File: src/rtl/fetch_queue.sv
// fetch_queue: DEPTH-entry {pc, instr} FIFO between fetch and decode with single-cycle flush
module fetch_queue #(
    parameter int XLEN = 32,
    parameter int DEPTH = 4,
    parameter int AFULL_LVL = DEPTH - 1,
    parameter logic [XLEN-1:0] NOP_INSTR = 32'h00000013
) (
    input  logic                     clk,
    input  logic                     rst,
    input  logic                     flush,
    input  logic                     push_valid,
    output logic                     push_ready,
    input  logic [XLEN-1:0]          push_pc,
    input  logic [XLEN-1:0]          push_instr,
    output logic                     pop_valid,
    input  logic                     pop_ready,
    output logic [XLEN-1:0]          pop_pc,
    output logic [XLEN-1:0]          pop_pcplus4,
    output logic [XLEN-1:0]          pop_instr,
    output logic [$clog2(DEPTH):0]   count,
    output logic                     almost_full
);
    localparam int AW = $clog2(DEPTH);
    localparam int CW = AW + 1;
    localparam logic [CW-1:0] FULL_C = CW'(DEPTH);
    localparam logic [CW-1:0] AF_C = CW'(AFULL_LVL);
    logic [XLEN-1:0] pc_q [DEPTH];
    logic [XLEN-1:0] pc_d [DEPTH];
    logic [XLEN-1:0] instr_q [DEPTH];
    logic [XLEN-1:0] instr_d [DEPTH];
    logic [AW-1:0] wr_ptr_q, wr_ptr_d, rd_ptr_q, rd_ptr_d;
    logic [CW-1:0] count_q, count_d;
    logic push_fire, pop_fire;
    assign push_ready = count_q != FULL_C;
    assign pop_valid = count_q != '0;
    assign almost_full = count_q >= AF_C;
    assign count = count_q;
    assign push_fire = push_valid && push_ready;
    assign pop_fire = pop_valid && pop_ready;
    assign pop_pc = pc_q[rd_ptr_q];
    assign pop_pcplus4 = pop_pc + XLEN'(4);
    assign pop_instr = pop_valid ? instr_q[rd_ptr_q] : NOP_INSTR;
    always_comb begin
        pc_d = pc_q;
        instr_d = instr_q;
        wr_ptr_d = wr_ptr_q;
        rd_ptr_d = rd_ptr_q;
        count_d = count_q;
        if (rst) begin
            pc_d = '{default: '0};
            instr_d = '{default: '0};
            wr_ptr_d = '0;
            rd_ptr_d = '0;
            count_d = '0;
        end else if (flush) begin
            wr_ptr_d = '0;
            rd_ptr_d = '0;
            count_d = '0;
        end else begin
            if (push_fire) begin
                pc_d[wr_ptr_q] = push_pc;
                instr_d[wr_ptr_q] = push_instr;
            end
            wr_ptr_d = push_fire ? wr_ptr_q + AW'(1) : wr_ptr_q;
            rd_ptr_d = pop_fire ? rd_ptr_q + AW'(1) : rd_ptr_q;
            count_d = count_q + CW'(push_fire) - CW'(pop_fire);
        end
    end
    always_ff @(posedge clk) begin
        pc_q <= pc_d;
        instr_q <= instr_d;
        wr_ptr_q <= wr_ptr_d;
        rd_ptr_q <= rd_ptr_d;
        count_q <= count_d;
    end
    always_ff @(posedge clk) begin
        if (!rst) begin
            assert (count_q <= FULL_C);
            assert (count_q[AW-1:0] == AW'(wr_ptr_q - rd_ptr_q));
        end
    end
endmodule

File: config.mk
export PLATFORM = sky130hd
export DESIGN_NAME = fetch_queue
export DESIGN_NICKNAME = d
export VERILOG_FILES = /design/src/rtl/fetch_queue.sv
export SDC_FILE = /design/constraint.sdc
export NUM_CORES = 1
export LEC_CHECK = 0
export ABC_AREA = 1
export CAP_MARGIN = 5
export CELL_PAD_IN_SITES_DETAIL_PLACEMENT = 1
export CELL_PAD_IN_SITES_GLOBAL_PLACEMENT = 2
export CORE_UTILIZATION = 28
export DETAILED_ROUTE_END_ITERATION = 8
export HOLD_SLACK_MARGIN = 0.02
export MAX_ROUTING_LAYER = met4
export PLACE_DENSITY = 0.82
export SYNTH_ARGS = -nofsm -noshare
export SYNTH_HDL_FRONTEND = slang
export SYNTH_SLANG_ARGS = --single-unit
File: constraint.sdc
create_clock -name clk -period 2 [get_ports clk]
set_input_delay 0.3 -clock clk [delete_from_list [all_inputs] [get_ports clk]]
set_output_delay 0.3 -clock clk [all_outputs]
set_load 0.01 [all_outputs]
## After elaboration in Yosys (flattened, before gate mapping)

Cells that the tools add are included.

- Bits in registers: 263
- Bits of input ports: 69
- Output and inout port bits: 102

- Add/sub/neg operators: 5
- Magnitude comparators: 4
- Eq/ne operators: 1
- Muxes and demuxes: 11
- Bitwise logic cells: 3
- Reductions and logical operators: 6

Operators by type and width:

| cell | number |
|---|---|
| 128-bit bitwise mux | 2 |
| 32-bit two-way mux | 6 |
| 32-bit binary-select mux with 2-bit select | 2 |
| 32-bit demux with 2-bit select | 1 |
| 32-bit by 3-bit adder with 32-bit output (second input constant) | 1 |
| 3-bit >= comparator (second input constant) | 2 |
| 2-bit NOT with 3-bit output | 2 |
| 2-bit by 1-bit adder with 2-bit output (second input constant) | 2 |
| 3-bit by 1-bit adder with 3-bit output | 1 |
| 3-bit by 2-bit >= comparator with 1-bit output (second input constant) | 1 |
| 1-bit logical AND | 3 |
| 3-bit by 1-bit < comparator with 1-bit output (second input constant) | 1 |
| 3-bit inequality test (second input constant) | 1 |
| 3-bit nonzero test | 1 |
| 3-bit by 1-bit subtractor with 3-bit output | 1 |
| 2-bit AND reduction | 1 |
| 2-bit OR reduction | 1 |
| 1-bit NOT | 1 |

## Depth between registers and ports, before layout

Gate-level depths: netlist of run 1.

- Depth after elaboration: 6
- Gate-level depth with buffers: 14
- Mapped depth without buffers: 13

## Worst setup path after synthesis of run 1

No wires, ideal clock.

- Kind: flip-flop to output port
- Start point: register rd_ptr_q[0]
- End point: output pop_pcplus4[12]
- Data arrival time: 1.938 ns
- Data required time: 1.700 ns
- Setup slack: -0.238 ns
- Stages on the path, launching flop included: 12
- Path buffers: 1
- Path through: dfxtp_1 > inv_2 > buf_2 > a21oi_1 > o21ai_0 > nand2_1 > ha_1 > nand2_1 > nor2_1 > nand2_1 > nor2_2 > xor2_1

- Longest elaborated chain between the ends: 5

RTL lines:

| what | line | source |
|---|---|---|
| start: declaration | 31 | `logic [AW-1:0] wr_ptr_q, wr_ptr_d, rd_ptr_q, rd_ptr_d;` |
| start signal: assignment | 73 | `rd_ptr_q <= rd_ptr_d;` |
| 2-bit NOT with 3-bit output (implied by the code) | 40 | `assign pop_pc = pc_q[rd_ptr_q];` |
| 32-bit binary-select mux with 2-bit select | 40 |  |
| 32-bit two-way mux (implied by the code) (2 in a row) | 40 |  |
| via pop_pc[2] | 17 | `output logic [XLEN-1:0] pop_pc,` |
| 32-bit by 3-bit adder with 32-bit output | 41 | `assign pop_pcplus4 = pop_pc + XLEN'(4);` |
| end: declaration | 18 | `output logic [XLEN-1:0] pop_pcplus4,` |

The timed path passes the listed nets, and every way through them passes these cells. The select of a mux whose other input is x is not followed.

## Worst setup path in the final report of run 1

- Start point: register rd_ptr_q[0]
- End point: output pop_pcplus4[21]

- Longest elaborated chain between the ends: 5

RTL lines:

| what | line |
|---|---|
| 2-bit NOT with 3-bit output (implied by the code) | 40 |
| 32-bit binary-select mux with 2-bit select | 40 |
| 32-bit two-way mux (implied by the code) (2 in a row) | 40 |
| 32-bit by 3-bit adder with 32-bit output | 41 |

No other way between the ends. The select of a mux whose other input is x is not followed.

==> metrics.txt, run 1 <==
Final Non-Filler Cells 2855; Initial Utilization 28.5%; DR WL/cell 19.1 um; die height 217 um; Clk pwr share 45.6%; IO buf count 170; pin count of the biggest net entering global routing 104; clock-pin slew on the worst setup and hold paths 0.06 ns; Final setup viols 122; Post-Synth XOR/XNOR Area 1.08%; max frequency 0.348 GHz; Tot Pwr 13.8 mW; post-route ant nets 0; top post-synthesis cells by area dfxtp_1 (41%), nand2_1 (14%), a21oi_1 (14%); layout cells sized above 1 29.0%; cell count after placement 2724; combinational family with the most area after synthesis simple AND/OR/NAND/NOR gates; CTS Buf Count 34; Ys Warns 0; area leader, netlist dfxtp_1; Synth Area in Compound Gates 20.5%; Comb pwr share 15.1%; Slew Limit Fails 0; Setup Slack @ Placement -0.767 ns; Routed WL 54.6 mm; die area 47100 um^2; Placer Congestion 0.896; Top FF cell, synth dfxtp_1; mux contribution to synthesized area 0%; Final HPWL DP 33.3 mm; Mapped Area 13000 um^2; # rows 78; Seq/Total Area, Yosys 40.6%; count leader, synth nand2_1; CTS root buf clkbuf_16; first-pass GRT wire length 80.0 mm; Nets 2304; via count 14500; kind of critical path flop to primary output; hold_buf cts 0; Max-slew headroom 51.7%; worst-case vdd ir drop 0.534 mV; Commonest cells post-synth nand2_1 (496), a21oi_1 (352), dfxtp_1 (263), nand3_1 (229), o21ai_0 (159); min Tclk post-route 2.87 ns; syn nets 2013; Post-synth EDFFs 0; Max-Cap Viols 0; sw frac 27.5%; vias in the first global route 14600; DRT iter0 DRCs 892; width of the die 217 um; Tightest Pin Transition 0.725 ns; Post-Syn Instances 1935; drt via density 5.08; CP arrival 2.57 ns; FILL cells 5580; switching power 3.81 mW; Layout Skew 0.0312 ns; Cell Pwr Density 719 nW/um^2; DR pass1 iterations 5; Sink Count 263; GR Util All Layers 22.0%; Worst-Skew Late Latency 0.56 ns; Synth Area in Simple Gates 27.4%; Setup crit start kind flop; Synth Register Bits 263; Synth top area share 40.6%; sequential power share 39.3%; status finished, violations left; ys async rst share 0%; drt drc 0; leakage 7.56 nW; Internal Pwr Total 10.0 mW; adder-cell share of the synthesized area 0.927%; I/O pin count 171; H-tree Lvls 2; clock buffer depth 3; Yosys cell types 31; initial antenna violation count 3; period utilisation layout 144%; Crit. End Element primary output; Mean Syn Cell Area 6.70 um^2; Area growth syn-to-layout 48.4%; HP Class input port to flop; largest fanout on the critical path 7; Final Worst Setup Slack -0.871 ns; CTS tree done; Fin. Hold Viols 0; global route overflow 0; WP data required 1.70 ns; floorplan core area 45500 um^2; RSZ-0062 raised after global routing yes; failing checks negative setup slack
## stage by stage
step / instance area [um^2] / hold WS, ns / util (%) / setup TNS, ns
2_1_floorplan: 13000 / 0.424 / - / -0.0504
3_3_place_gp: 16300 / 0.433 / 35.8 / -37.05
3_5_place_dp: 16300 / 0.443 / 35.8 / -40.93
4_1_cts: 17800 / 0.125 / 39.1 / -57.57
5_1_grt: 19200 / 0.152 / 42.3 / -66.78
6_report: 19200 / 0.153 / 42.3 / -44.35
## state kept, by name, summed over array words and instances, names as in the netlist
signal	flops
instr_q	128
pc_q	128
count	3
rd_ptr_q	2
wr_ptr_q	2
## layer usage
metal	global-route usage [%]	part of all wire, %
met1	27.3	45
met2	36.7	49
met3	3.40	4.4
met4	6.46	2.3
met5	-	0
## path summary, 6_finish.rpt
path	start	end	slack (ns)	depth (start not counted)
worst max-delay path	rd_ptr_q[0]	pop_pcplus4[21]	-0.87	15
worst min-delay path	rst	rd_ptr_q[0]	0.15	3
worst min register to register	instr_q[73]	instr_q[73]	0.45	2
worst max register to register	count[0]	count[2]	-0.13	10
## worst max-delay path: stages, from the launching register on
cell,delay [ns]
dfxtp_4,0.46
buf_12,0.16
clkbuf_16,0.16
nand2_2,0.07
nand2_2,0.06
nand2_1,0.06
nand2_2,0.14
nand2_2,0.11
nor2_2,0.11
nand2_2,0.09
buf_4,0.13
inv_1,0.08
nand3_1,0.11
nand2_1,0.08
nand2_1,0.06
buf_2,0.14
## final cells by class
cell class                      count  area [um^2]  share of cell area [%]
Inverter                          128          508                    2.64
Antenna cell                        3         7.51                  0.0390
Clock buffer                       49          997                    5.19
Timing Repair inverter              1         16.3                  0.0846
Sequential cell                   263         5270                    27.4
Clock inverter                     13          165                   0.859
Tap cell                          600          751                    3.90
Timing Repair Buffer              407         3970                    20.6
Multi-Input combinational cell   1391         7540                    39.2
## power groups by stage
stage | clock, mW | sequential (mW) | combinational, mW
final | 6.31 | 5.43 | 2.09
after detailed placement | 0 | 5.54 | 1.83
after floorplan | 0 | 5.52 | 0.832
after global routing | 6.65 | 5.45 | 2.24
after global placement | 0 | 5.53 | 1.79
after CTS | 6.46 | 5.42 | 1.86
## what timing repair did
action,CTS,global route
pin swaps,20,94
endpoints found under the setup margin,132,238
setup buffers,12,47
resized for setup,259,456
gates cloned,1,10
## placed cells by master, fill, tap and decap left out, types with 3 or more instances in the layout
cell type,instances
a21oi_1,332
a21oi_2,20
buf_12,29
buf_16,3
buf_2,47
buf_4,157
buf_6,58
buf_8,6
clkbuf_1,6
clkbuf_16,43
clkbuf_2,16
clkbuf_8,9
clkdlybuf4s50_1,73
clkinv_2,7
clkinv_8,5
dfxtp_1,261
diode_2,3
dlymetal6s2s_1,8
ha_1,5
inv_1,121
inv_2,4
nand2_1,367
nand2_2,109
nand2_4,39
nand3_1,211
nand3_2,18
nand4_1,8
nor2_1,27
nor2_2,25
nor2_4,28
o21ai_0,125
o21ai_1,38
o21ai_2,5
xor2_1,11
xor2_2,3
## cell families after synthesis
family                     count (synthesis)
and+or+nand+nor                          838
AOI/OAI and AO/OA                        528
buffers and inverters                    281
DFF                                      263
xor gates and xnor gates                  16
adders and majority gates                  9
No activity file was read; power rests on OpenSTA's default activity.
==> run 2, diff against run 1 <==
--- a/config.mk
+++ b/config.mk
@@ -9,11 +9,11 @@
 export CAP_MARGIN = 5
 export CELL_PAD_IN_SITES_DETAIL_PLACEMENT = 1
 export CELL_PAD_IN_SITES_GLOBAL_PLACEMENT = 2
-export CORE_UTILIZATION = 28
+export CORE_UTILIZATION = 30
 export DETAILED_ROUTE_END_ITERATION = 8
 export HOLD_SLACK_MARGIN = 0.02
 export MAX_ROUTING_LAYER = met4
-export PLACE_DENSITY = 0.82
+export PLACE_DENSITY = 0.84
 export SYNTH_ARGS = -nofsm -noshare
 export SYNTH_HDL_FRONTEND = slang
 export SYNTH_SLANG_ARGS = --single-unit
==> constraint.sdc (replaced) <==
create_clock -name clk -period 3.4 [get_ports clk]
set_input_delay 0.51 -clock clk [delete_from_list [all_inputs] [get_ports clk]]
set_output_delay 0.51 -clock clk [all_outputs]
set_load 0.01 [all_outputs]
==> metrics.txt, run 2 (same netlist as run 1, synthesis figures left out) <==
status finished clean; first-pass GRT wire length 76.9 mm (-3.8%); CTS root buf clkbuf_16; commonest non-fill, non-tap cell in the layout nand2_1; period utilisation layout 98.3%; Clk pwr share 45.5% (about the same); hold_buf cts 0 (unchanged); Final setup viols 0 (-100%); Area growth syn-to-layout 28.5%; DR pass1 iterations 4 (-1); RR Startpoint count[1]; RSZ-0062 raised after global routing yes; post-route ant nets 0 (unchanged); register area 5270 um^2 (unchanged); leakage 6.13 nW (-19%); Routed WL 49.8 mm (-8.7%); Tightest Pin Transition 0.881 ns (+0.156 ns); post-route cell area 16700 um^2 (-13%); CTS Buf Count 34 (unchanged); via count 13600 (-6.0%); min Tclk post-route 3.34 ns; sequential power share 41.6% (+2.3 points); Nets 2121 (-7.9%); die area 44000 um^2 (-6.6%); WP data required 2.89 ns (+1.19 ns); Slew Limit Fails 0 (unchanged); area post-placement 15000 um^2 (-8.0%); Max-Cap Viols 0 (unchanged); WHS 0.449 ns (+0.296 ns); HP Class flop to flop; largest fanout on the critical path 19 (+12); Worst-Skew Late Latency 0.52 ns (-0.04 ns); sw frac 26.9% (-0.64 points); vias in the first global route 13400 (-7.9%); Final Non-Filler Cells 2604 (-8.8%); worst setup path endpoint pop_pcplus4[31]; global route overflow 0 (unchanged); Sink Count 263 (unchanged); Placer Congestion 0.870 (-2.9%); clock buffer depth 3 (unchanged); DR WL/cell 19.1 um (+0.10%); Final HPWL DP 30.0 mm (-9.9%); Setup Slack @ Placement 0.117 ns (+0.884 ns); layout cells sized above 1 9.65% (-19 points); cell count after placement 2527 (-7.2%); FILL cells 5255 (-5.8%); Internal Pwr Total 5.60 mW (-44%); switching power 2.06 mW (-46%); Final Worst Setup Slack 0.0593 ns (+0.930 ns); die height 210 um (-3.4%); reg2reg end instr_q[66]; Setup crit start kind flop; max frequency 0.299 GHz; CTS tree done; most frequent cells in the layout nand2_1 (476), a21oi_1 (352), dfxtp_1 (261); drt drc 0 (unchanged); Crit. End Element primary output; Fin. Hold Viols 0 (unchanged); I/O pin count 171 (unchanged); DRT iter0 DRCs 760 (-15%); # rows 75 (-3.8%); worst reg-to-reg setup slack 0.96 ns (+1.09 ns); pin count of the biggest net entering global routing 162 (+56%); initial antenna violation count 2 (-1); Comb pwr share 12.8% (-2.3 points); start point of the critical path rd_ptr_q[0]; floorplan core area 42200 um^2 (-7.1%); kind of critical path flop to primary output; width of the die 210 um (-3.4%); clock-pin slew on the worst setup and hold paths 0.06 ns (about the same); area of the multi-input gates 6720 um^2 (-11%); worst-case vdd ir drop 0.288 mV (-46%); Max-slew headroom 41.3% (-10 points); Cell Pwr Density 460 nW/um^2 (-36%); Reg2Reg Depth 9 (-1); Layout Skew 0.0183 ns (-0.0129 ns); CP arrival 2.83 ns (+0.26 ns); drt via density 5.23 (+3.1%); IO buf count 170 (unchanged); H-tree Lvls 2 (unchanged); Initial Utilization 30.7% (+2.2 points); GR Util All Layers 22.8% (+0.82 points)
[run 2: cell types whose count changed in the layout (fill, tap and decap cells not counted), sizes merged]
cell           previous run  this run
buf                     300        52
bufbuf                    0         2
bufinv                    2         1
clkbuf                   74        49
clkdlybuf4s15             1         0
clkdlybuf4s50            73       150
clkinv                   13         8
diode                     3         2
dlygate4sd2               0         3
dlymetal6s2s              8        16
inv                     126       127
[run 2: stage by stage]
step | TNS [ns] | total power, mW | utilization (%)
3_5_place_dp | 0 | 4.21 | 35.4
6_report | 0 | 7.66 | 39.4
4_1_cts | -0.184 | 7.71 | 38.6
3_3_place_gp | 0 | 4.19 | 35.4
2_1_floorplan | 0 | 3.73 | -
5_1_grt | -0.189 | 7.93 | 39.4
[run 2: cell type report]
class / instances / area share (%)
tap: 539 / 4.05
clock buffer: 48 / 5.85
timing repair inverter: 1 / 0.0976
clock inverter: 8 / 0.563
timing repair buffer: 224 / 14.4
antenna: 2 / 0.0300
inverter: 128 / 3.00
sequential: 263 / 31.7
multi-input combinational: 1391 / 40.4
[run 2: critical path: stages, from the launching register on]
cell and delay (ns):
dfxtp_4 0.41, buf_4 0.18, clkbuf_16 0.19, nand2_1 0.08, nand3_1 0.07, nand2_1 0.22
nand2_1 0.14, nor2_1 0.15, nand2_1 0.08, nor2_2 0.12, nand3_1 0.08, nand2_1 0.07
clkdlybuf4s50_1 0.52
[run 2: per-layer routing]
layer / up-vias / wire, um / track usage [%]
met5: - / 0 / -
met3: 79 / 2030 / 2.80
met4: 0 / 1260 / 6.75
met2: 312 / 23600 / 37.4
li1: 6584 / - / -
met1: 6656 / 22900 / 29.3
[run 2: repair_timing]
action / 4_1_cts / 5_1_grt
pin swaps: 0 / 8
setup endpoints to repair: 33 / 25
setup buffers: 3 / 10
cloned: 5 / 1
gates resized for setup: 39 / 75
[run 2: worst min path at each step]
stage	start	slack [ns]	cells after the start	endpoint
after detailed placement	instr_q[64]	0.44	2	instr_q[64]
after floorplan	instr_q[64]	0.42	2	instr_q[64]
after global routing	instr_q[93]	0.47	2	instr_q[93]
after global placement	instr_q[65]	0.43	2	instr_q[65]
after CTS	instr_q[64]	0.45	2	instr_q[64]
final	instr_q[64]	0.45	2	instr_q[64]
[run 2: power by group through the flow]
stage / Combinational (mW) / Clock [mW] / Sequential [mW]
after detailed placement: 0.948 / 0 / 3.26
after global placement: 0.935 / 0 / 3.26
after global routing: 1.06 / 3.67 / 3.20
after floorplan: 0.484 / 0 / 3.25
final: 0.982 / 3.49 / 3.19
after CTS: 0.970 / 3.55 / 3.19
